### config.mk
export PLATFORM = sky130hd
export DESIGN_NAME = ps2_key_decoder
export DESIGN_NICKNAME = d
export VERILOG_FILES = /design/src/rtl/ps2_key_decoder_pkg.sv /design/src/rtl/ps2_key_decoder_rx_frame.sv /design/src/rtl/ps2_key_decoder.sv
export SDC_FILE = /design/constraint.sdc
export NUM_CORES = 1
export LEC_CHECK = 0
export CORE_MARGIN = 2
export CORE_UTILIZATION = 63
export DETAILED_ROUTE_END_ITERATION = 6
export GPL_TIMING_DRIVEN = 0
export PLACE_DENSITY = 0.84
export SYNTH_ARGS = -nofsm -noshare
export SYNTH_HDL_FRONTEND = slang
export SYNTH_SLANG_ARGS = --single-unit
### constraint.sdc
create_clock -name Pixelclock -period 3.25 [get_ports Pixelclock]
set_input_delay 0.4875 -clock Pixelclock [delete_from_list [all_inputs] [get_ports Pixelclock]]
set_output_delay 0.4875 -clock Pixelclock [all_outputs]
set_load 0.02 [all_outputs]
### src/rtl/ps2_key_decoder_pkg.sv
// Shared definitions for the PS/2 key decoder: scan codes, frame FSM states,
// and small classification/parity helpers.
package ps2_key_decoder_pkg;

   // Glyph-select keys
   localparam logic [7:0] KEY_F      = 8'h2B;
   localparam logic [7:0] KEY_Q      = 8'h15;
   localparam logic [7:0] KEY_H      = 8'h33;
   localparam logic [7:0] KEY_X      = 8'h22;
   // Movement keys
   localparam logic [7:0] KEY_I      = 8'h43;
   localparam logic [7:0] KEY_K      = 8'h42;
   localparam logic [7:0] KEY_J      = 8'h3B;
   localparam logic [7:0] KEY_L      = 8'h4B;
   // Sequence prefixes
   localparam logic [7:0] CODE_BREAK = 8'hF0;
   localparam logic [7:0] CODE_EXT   = 8'hE0;

   typedef enum logic [1:0] {
      ST_IDLE   = 2'd0,
      ST_DATA   = 2'd1,
      ST_PARITY = 2'd2,
      ST_STOP   = 2'd3
   } rx_state_t;

   // Odd parity holds when data plus parity bit contain an odd number of ones.
   function automatic logic parity_odd_ok(input logic [7:0] data, input logic par);
      return ^{data, par};
   endfunction

   function automatic logic is_glyph(input logic [7:0] code);
      logic hit;
      case (code)
         KEY_F, KEY_Q, KEY_H, KEY_X: hit = 1'b1;
         default:                    hit = 1'b0;
      endcase
      return hit;
   endfunction

   function automatic logic is_move(input logic [7:0] code);
      logic hit;
      case (code)
         KEY_I, KEY_K, KEY_J, KEY_L: hit = 1'b1;
         default:                    hit = 1'b0;
      endcase
      return hit;
   endfunction

endpackage

### src/rtl/ps2_key_decoder_rx_frame.sv
// PS/2 device-to-host frame receiver: pin synchronisers, ps2_clk glitch
// filter, 11-bit frame FSM and mid-frame timeout.
module ps2_key_decoder_rx_frame
   import ps2_key_decoder_pkg::*;
#(
   parameter int FILTER_LEN     = 8,
   parameter int TIMEOUT_CYCLES = 25000
)(
   input  logic       i_clk,
   input  logic       i_reset,
   input  logic       i_ps2_clk,
   input  logic       i_ps2_data,
   output logic [7:0] o_rx_byte,
   output logic       o_rx_valid,
   output logic       o_rx_err,
   output logic       o_rx_timeout
);

   localparam int FW = (FILTER_LEN > 1) ? $clog2(FILTER_LEN) : 1;
   localparam int TW = $clog2(TIMEOUT_CYCLES + 1);
   localparam logic [FW-1:0] FILT_LAST = FW'(FILTER_LEN - 1);
   localparam logic [TW-1:0] TO_LAST   = TW'(TIMEOUT_CYCLES - 1);

   logic          r_clk_meta, r_clk_sync, r_dat_meta, r_dat_sync;
   logic          r_clk_filt;
   logic [FW-1:0] r_filt_cnt;
   logic [TW-1:0] r_to_cnt;
   rx_state_t     r_state;
   rx_state_t     w_state_nxt;
   logic [7:0]    r_shift;
   logic [2:0]    r_bit_cnt;
   logic          r_par_err;
   logic [7:0]    r_byte;
   logic          r_valid, r_err, r_timeout;
   logic          w_fall, w_timeout, w_valid_nxt, w_err_nxt;

   // Bit strobe: the filter is about to accept a high-to-low transition.
   assign w_fall    = r_clk_filt && !r_clk_sync && (r_filt_cnt == FILT_LAST);
   // Timeout fires only mid-frame and never on a strobe cycle.
   assign w_timeout = (r_state != ST_IDLE) && !w_fall && (r_to_cnt == TO_LAST);

   // Two-flop synchronisers; idle PS/2 lines are high.
   always_ff @(posedge i_clk) begin
      if (i_reset) begin
         r_clk_meta <= 1'b1;
         r_clk_sync <= 1'b1;
         r_dat_meta <= 1'b1;
         r_dat_sync <= 1'b1;
      end else begin
         r_clk_meta <= i_ps2_clk;
         r_clk_sync <= r_clk_meta;
         r_dat_meta <= i_ps2_data;
         r_dat_sync <= r_dat_meta;
      end
   end

   // Clock filter: accept a new level after FILTER_LEN consecutive differing samples.
   always_ff @(posedge i_clk) begin
      if (i_reset) begin
         r_clk_filt <= 1'b1;
         r_filt_cnt <= '0;
      end else if (r_clk_sync == r_clk_filt) begin
         r_filt_cnt <= '0;
      end else if (r_filt_cnt == FILT_LAST) begin
         r_clk_filt <= r_clk_sync;
         r_filt_cnt <= '0;
      end else begin
         r_filt_cnt <= r_filt_cnt + {{(FW-1){1'b0}}, 1'b1};
      end
   end

   // Timeout counter: runs mid-frame, cleared by every strobe and in IDLE.
   always_ff @(posedge i_clk) begin
      if (i_reset) begin
         r_to_cnt <= '0;
      end else if (w_fall || w_timeout || (r_state == ST_IDLE)) begin
         r_to_cnt <= '0;
      end else begin
         r_to_cnt <= r_to_cnt + {{(TW-1){1'b0}}, 1'b1};
      end
   end

   // Frame FSM state register.
   always_ff @(posedge i_clk) begin
      if (i_reset) begin
         r_state <= ST_IDLE;
      end else begin
         r_state <= w_state_nxt;
      end
   end

   // Frame FSM next-state and completion/error decisions.
   always_comb begin
      w_state_nxt = r_state;
      w_valid_nxt = 1'b0;
      w_err_nxt   = 1'b0;
      if (w_timeout) begin
         w_state_nxt = ST_IDLE;
         w_err_nxt   = 1'b1;
      end else if (w_fall) begin
         case (r_state)
            ST_IDLE: begin
               if (!r_dat_sync) begin
                  w_state_nxt = ST_DATA;
               end else begin
                  w_err_nxt   = 1'b1;
               end
            end
            ST_DATA: begin
               if (r_bit_cnt == 3'd7) begin
                  w_state_nxt = ST_PARITY;
               end else begin
                  w_state_nxt = ST_DATA;
               end
            end
            ST_PARITY: begin
               w_state_nxt = ST_STOP;
            end
            ST_STOP: begin
               w_state_nxt = ST_IDLE;
               if (r_dat_sync && !r_par_err) begin
                  w_valid_nxt = 1'b1;
               end else begin
                  w_err_nxt   = 1'b1;
               end
            end
            default: begin
               w_state_nxt = ST_IDLE;
            end
         endcase
      end else begin
         w_state_nxt = r_state;
      end
   end

   // Frame datapath: shift register, bit counter, parity check, output pulses.
   always_ff @(posedge i_clk) begin
      if (i_reset) begin
         r_shift   <= 8'h00;
         r_bit_cnt <= 3'd0;
         r_par_err <= 1'b0;
         r_byte    <= 8'h00;
         r_valid   <= 1'b0;
         r_err     <= 1'b0;
         r_timeout <= 1'b0;
      end else begin
         r_valid   <= w_valid_nxt;
         r_err     <= w_err_nxt;
         r_timeout <= w_timeout;
         if (w_fall) begin
            case (r_state)
               ST_IDLE: begin
                  r_bit_cnt <= 3'd0;
                  r_par_err <= 1'b0;
               end
               ST_DATA: begin
                  r_shift   <= {r_dat_sync, r_shift[7:1]};
                  r_bit_cnt <= r_bit_cnt + 3'd1;
               end
               ST_PARITY: begin
                  r_par_err <= ~parity_odd_ok(r_shift, r_dat_sync);
               end
               ST_STOP: begin
                  if (w_valid_nxt) begin
                     r_byte <= r_shift;
                  end
               end
               default: begin
                  r_bit_cnt <= 3'd0;
               end
            endcase
         end
      end
   end

   assign o_rx_byte    = r_byte;
   assign o_rx_valid   = r_valid;
   assign o_rx_err     = r_err;
   assign o_rx_timeout = r_timeout;

endmodule

### src/rtl/ps2_key_decoder.sv
// PS/2 keyboard front end: strips break/extended sequences and reports
// glyph and movement make codes to the mask stage.
module ps2_key_decoder
   import ps2_key_decoder_pkg::*;
#(
   parameter int FILTER_LEN     = 8,
   parameter int TIMEOUT_CYCLES = 25000
)(
   input  logic       Pixelclock,
   input  logic       reset,
   input  logic       ps2_clk,
   input  logic       ps2_data,
   output logic [7:0] character,
   output logic       char_check,
   output logic       move_check,
   output logic       frame_error
);

   logic [7:0] w_rx_byte;
   logic       w_rx_valid, w_rx_err, w_rx_timeout;
   logic       r_brk, r_ext;

   ps2_key_decoder_rx_frame #(
      .FILTER_LEN     (FILTER_LEN),
      .TIMEOUT_CYCLES (TIMEOUT_CYCLES)
   ) u_rx (
      .i_clk        (Pixelclock),
      .i_reset      (reset),
      .i_ps2_clk    (ps2_clk),
      .i_ps2_data   (ps2_data),
      .o_rx_byte    (w_rx_byte),
      .o_rx_valid   (w_rx_valid),
      .o_rx_err     (w_rx_err),
      .o_rx_timeout (w_rx_timeout)
   );

   // Prefix tracking, code classification and registered outputs.
   always_ff @(posedge Pixelclock) begin
      if (reset) begin
         r_brk       <= 1'b0;
         r_ext       <= 1'b0;
         character   <= 8'h00;
         char_check  <= 1'b0;
         move_check  <= 1'b0;
         frame_error <= 1'b0;
      end else begin
         char_check  <= 1'b0;
         move_check  <= 1'b0;
         frame_error <= w_rx_err;
         if (w_rx_timeout) begin
            // A stalled frame may have been the key after a prefix; forget it.
            r_brk <= 1'b0;
            r_ext <= 1'b0;
         end else if (w_rx_valid) begin
            if (w_rx_byte == CODE_BREAK) begin
               r_brk <= 1'b1;
            end else if (w_rx_byte == CODE_EXT) begin
               r_ext <= 1'b1;
            end else if (r_brk || r_ext) begin
               // Releases and extended keys are swallowed.
               r_brk <= 1'b0;
               r_ext <= 1'b0;
            end else if (is_glyph(w_rx_byte)) begin
               character  <= w_rx_byte;
               char_check <= 1'b1;
            end else if (is_move(w_rx_byte)) begin
               character  <= w_rx_byte;
               move_check <= 1'b1;
            end else begin
               character  <= character;
            end
         end else begin
            r_brk <= r_brk;
         end
      end
   end

endmodule

==> results.md <==
- Outcome: complete, no violations
- Syn Nets: 297
- Number of synthesized register bits: 61
- Non-filler cells, final: 362
- DRT iter0 DRCs: 162
- Wirelength per Cell: 13.5 um
- Worst clock skew: 0.00517 ns
- Parity-gate share of the synthesized area counting xor and xnor cells: 7.67%
- Share of cells above drive strength 1: around 8%
- Number of slew-limit violations in the final report: 0
- Count of cells resized by post-cts repair: 0
- EDFF count, synth: 0
- Diodes inserted: 0
- Length in cells of the worst reg-to-reg path: 8
- Placer Congestion: 0.825
- WP depth: 8
- Syn avg cell area: 9.11 um^2
- Setup repair after global routing missed its margin: no
- Met1 track utilization from global routing: around 29%
- Achievable clock frequency: about 460 MHz
- Met3 capacity usage during global routing: a little under a tenth
- Die footprint: around 4600 um^2
- Largest driver fanout on the critical path: 10
- Lkg Pwr: 1.12 nW
- Largest net degree at the start of global routing: 11
- Ys Warns: 0
- Setup fix buffers added after clock tree synthesis: 0
- Number of hold-slack violations in the final timing report: 0
- Area taken by flip-flops and latches: 1220 um^2
- Critical path's slowest cell: sky130_fd_sc_hd__nor3_1
- Initial antenna violation count: 0
- Worst Setup End Kind: register
- Total wirelength of the detailed-routed design: 4900 um
- CTS tree: built
- Commonest cells after routing, fill and taps aside: sky130_fd_sc_hd__dfxtp_1, sky130_fd_sc_hd__nand2_1, sky130_fd_sc_hd__nor2_1
- Area inside the core boundary: around 4000 um^2
- Vias per Instance: between 5 and 6
- Basic-gate share of the synthesized area counting and, or, nand and nor cells: 24.7%
- Post-layout min period: between 2 and 2.5 ns
- Final Cycle Share: 66.6%
- Layout Area Growth over Synthesis: 14.9%
- Hold slack: 0.412 ns
- Compound-cell area share of the yosys netlist: roughly 6.7%
- Worst-Skew Late Latency: about 0.34 ns
- Largest cells by area after synthesis: sky130_fd_sc_hd__dfxtp_1, sky130_fd_sc_hd__mux2i_1, sky130_fd_sc_hd__nand2_1, sky130_fd_sc_hd__nor2_1, sky130_fd_sc_hd__ha_1
- Slack of the critical path: 1.09 ns
- Leading area contributor after synthesis: sky130_fd_sc_hd__dfxtp_1
- Transition time at the pin with the least slew margin: 0.482 ns
- Number of placed I/O pins: 15
- Number of max-capacitance violations reported: 0
- Fill cell count: 285
- Worst slack at placement: 1.06 ns
- Total power density per cell area: 482 nW/um^2
- Post-Synthesis Cells: 283
- Pre-antenna DRT Iters: 4
- Width of the chip: 68.0 um
- Commonest non-fill, non-tap cell in the layout: sky130_fd_sc_hd__dfxtp_1
- NumNets Final: between 300 and 400
- Setup Viol. Count Final: 0
- Number of input and output port buffers inserted: 13
- Post-synth ARST share: 0%
- Main combinational cell family by area after synthesis: simple AND/OR/NAND/NOR gates
- Most crowded layer after global routing: met2
- Worst-case headroom to the max-slew limit: between 60 and 70%
- Area share of the largest cell type after synthesis: a little under half
- Critical path start-end classification: register to register
- Htree depth: 3
- Post-synthesis instance area: 2580 um^2
- Congestion Overflow GR: 0
- Die Span Y: 68.0 um
- Sequential cell area fraction in the yosys report: a little under half
- Peak supply drop: 0.304 mV
- Share of synthesized cell area in full adder, half adder and majority cells: 4.85%
- Row cnt: 23
- Largest delay contributor family on the critical path: simple AND/OR/NAND/NOR gates
- Residual DRC: 0
- Mux contribution to synthesized area: between 6 and 7%
- Met2 layer usage reported by global route: between 30% and 40%
- Clock-pin slew on the worst setup and hold paths: 0.06 ns
- Clock net sink count: 61
- CP required: 3.52 ns
- Vias: between 1.5k and 2k
- Arrival time worst endpoint: 2.44 ns
- Number of stages on the worst hold path: 1
- Synth unique cells: 38
- Wire length of the first global-routing pass: 8250 um
- Setup Total Neg Slack: 0 ns
- Worst hold-check path type: register to register
- Most instantiated flip-flop cell in the synthesis netlist: sky130_fd_sc_hd__dfxtp_1
- Sum of buffers and inverters on the critical path: 2
- Clock Root Buffer: sky130_fd_sc_hd__clkbuf_8
- Critical path, cell by cell: ha_1 -> ha_1 -> and2_1 -> clkbuf_1 -> nor3_1 -> nand2_1 -> clkbuf_1 -> nor2_1
- Area used by multi-input combinational logic: 1290 um^2
- Longest Clk Path Bufs: 2
- # hold bufs at CTS: 0
- Number of clock buffers inserted by TritonCTS: 9
- Largest stage delay on the critical path: 0.41 ns
- Total track usage: 24.4%
- Antenna Violating Nets Remaining: 0
- Startpoint kind of the worst setup timing path: register
- Vias in the first global route: 1834
- HPWL Detailed: 3340 um
- Inst Count DP: 346
- Power after layout: 1.43 mW
- Starting utilization of the core area: 64.9%
-- final timing paths --
check                                              startpoint                            to  slack, ns
worst max-delay path            u_rx.r_filt_cnt[0]$_SDFF_PP0_  u_rx.r_to_cnt[10]$_SDFF_PP0_       1.09
worst min-delay path               u_rx.r_dat_meta$_SDFF_PP1_    u_rx.r_dat_sync$_SDFF_PP1_       0.41
worst max register to register  u_rx.r_filt_cnt[0]$_SDFF_PP0_  u_rx.r_to_cnt[10]$_SDFF_PP0_       1.09
worst min register to register     u_rx.r_dat_meta$_SDFF_PP1_    u_rx.r_dat_sync$_SDFF_PP1_       0.41
-- where the power goes --
group / switching, mW / total, mW / internal [mW]
sequential: 0.00139 / 0.752 / 0.750
combinational: 0.0140 / 0.0221 / 0.00810
clock: 0.285 / 0.654 / 0.369
total: 0.300 / 1.43 / 1.13
-- flip-flops by register name (all words and copies together) (netlist names), 3 cells and up, named ones only --
name and flops:
character 8, u_rx.o_rx_byte 8, u_rx.r_bit_cnt 3, u_rx.r_filt_cnt 3, u_rx.r_shift 8, u_rx.r_to_cnt 15
-- synthesized netlist by cell type (2+ instances only) --
library cell	count
sky130_fd_sc_hd__nor3b_1	2
sky130_fd_sc_hd__nor3_1	13
sky130_fd_sc_hd__a22oi_1	3
sky130_fd_sc_hd__mux2i_1	16
sky130_fd_sc_hd__or2_2	4
sky130_fd_sc_hd__nand2b_1	5
sky130_fd_sc_hd__dfxtp_1	61
sky130_fd_sc_hd__xnor2_1	13
sky130_fd_sc_hd__nand2_1	40
sky130_fd_sc_hd__ha_1	10
sky130_fd_sc_hd__xor2_1	7
sky130_fd_sc_hd__buf_2	2
sky130_fd_sc_hd__o21ai_0	3
sky130_fd_sc_hd__nor4bb_1	2
sky130_fd_sc_hd__nor4b_1	2
sky130_fd_sc_hd__nand3_1	6
sky130_fd_sc_hd__nor4_1	2
sky130_fd_sc_hd__a21oi_1	14
sky130_fd_sc_hd__and3_1	4
sky130_fd_sc_hd__nor2b_1	4
sky130_fd_sc_hd__inv_1	8
sky130_fd_sc_hd__nand4b_1	2
sky130_fd_sc_hd__and2_1	3
sky130_fd_sc_hd__nor2_1	38
sky130_fd_sc_hd__clkbuf_1	6
-- cell families after synthesis --
family | Yosys count
compound gates | 27
xor+xnor | 21
fa+ha+maj | 10
buf+inv | 17
flops | 61
mux | 16
simple gates | 131
-- per-layer routing --
layer / up-vias / wire length, um / share of wire [%]
met5: - / 0 / 0
met4: 0 / 46 / 0.94
met3: 7 / 196 / 4.0
met2: 37 / 2340 / 48
met1: 925 / 2320 / 47
li1: 1005 / - / -
-- layout make-up --
class                   count  share of cell area [%]
plain buffers               9                    1.23
clock inverters             5                    1.69
inverters                   8                    1.01
repair buffers             13                    4.39
well taps                  50                    2.11
multi-input cells         205                    43.6
flip-flops and latches     61                    41.2
clock buffers              11                    4.77
-- stage by stage --
step                      instance area (um^2)  util [%]
after global routing                      2960      74.6
after floorplan                           2580         -
after detailed placement                  2770      69.8
after CTS                                 2960      74.6
final                                     2960      74.6
after global placement                    2770      69.8
No activity file was read; power rests on OpenSTA's default activity.
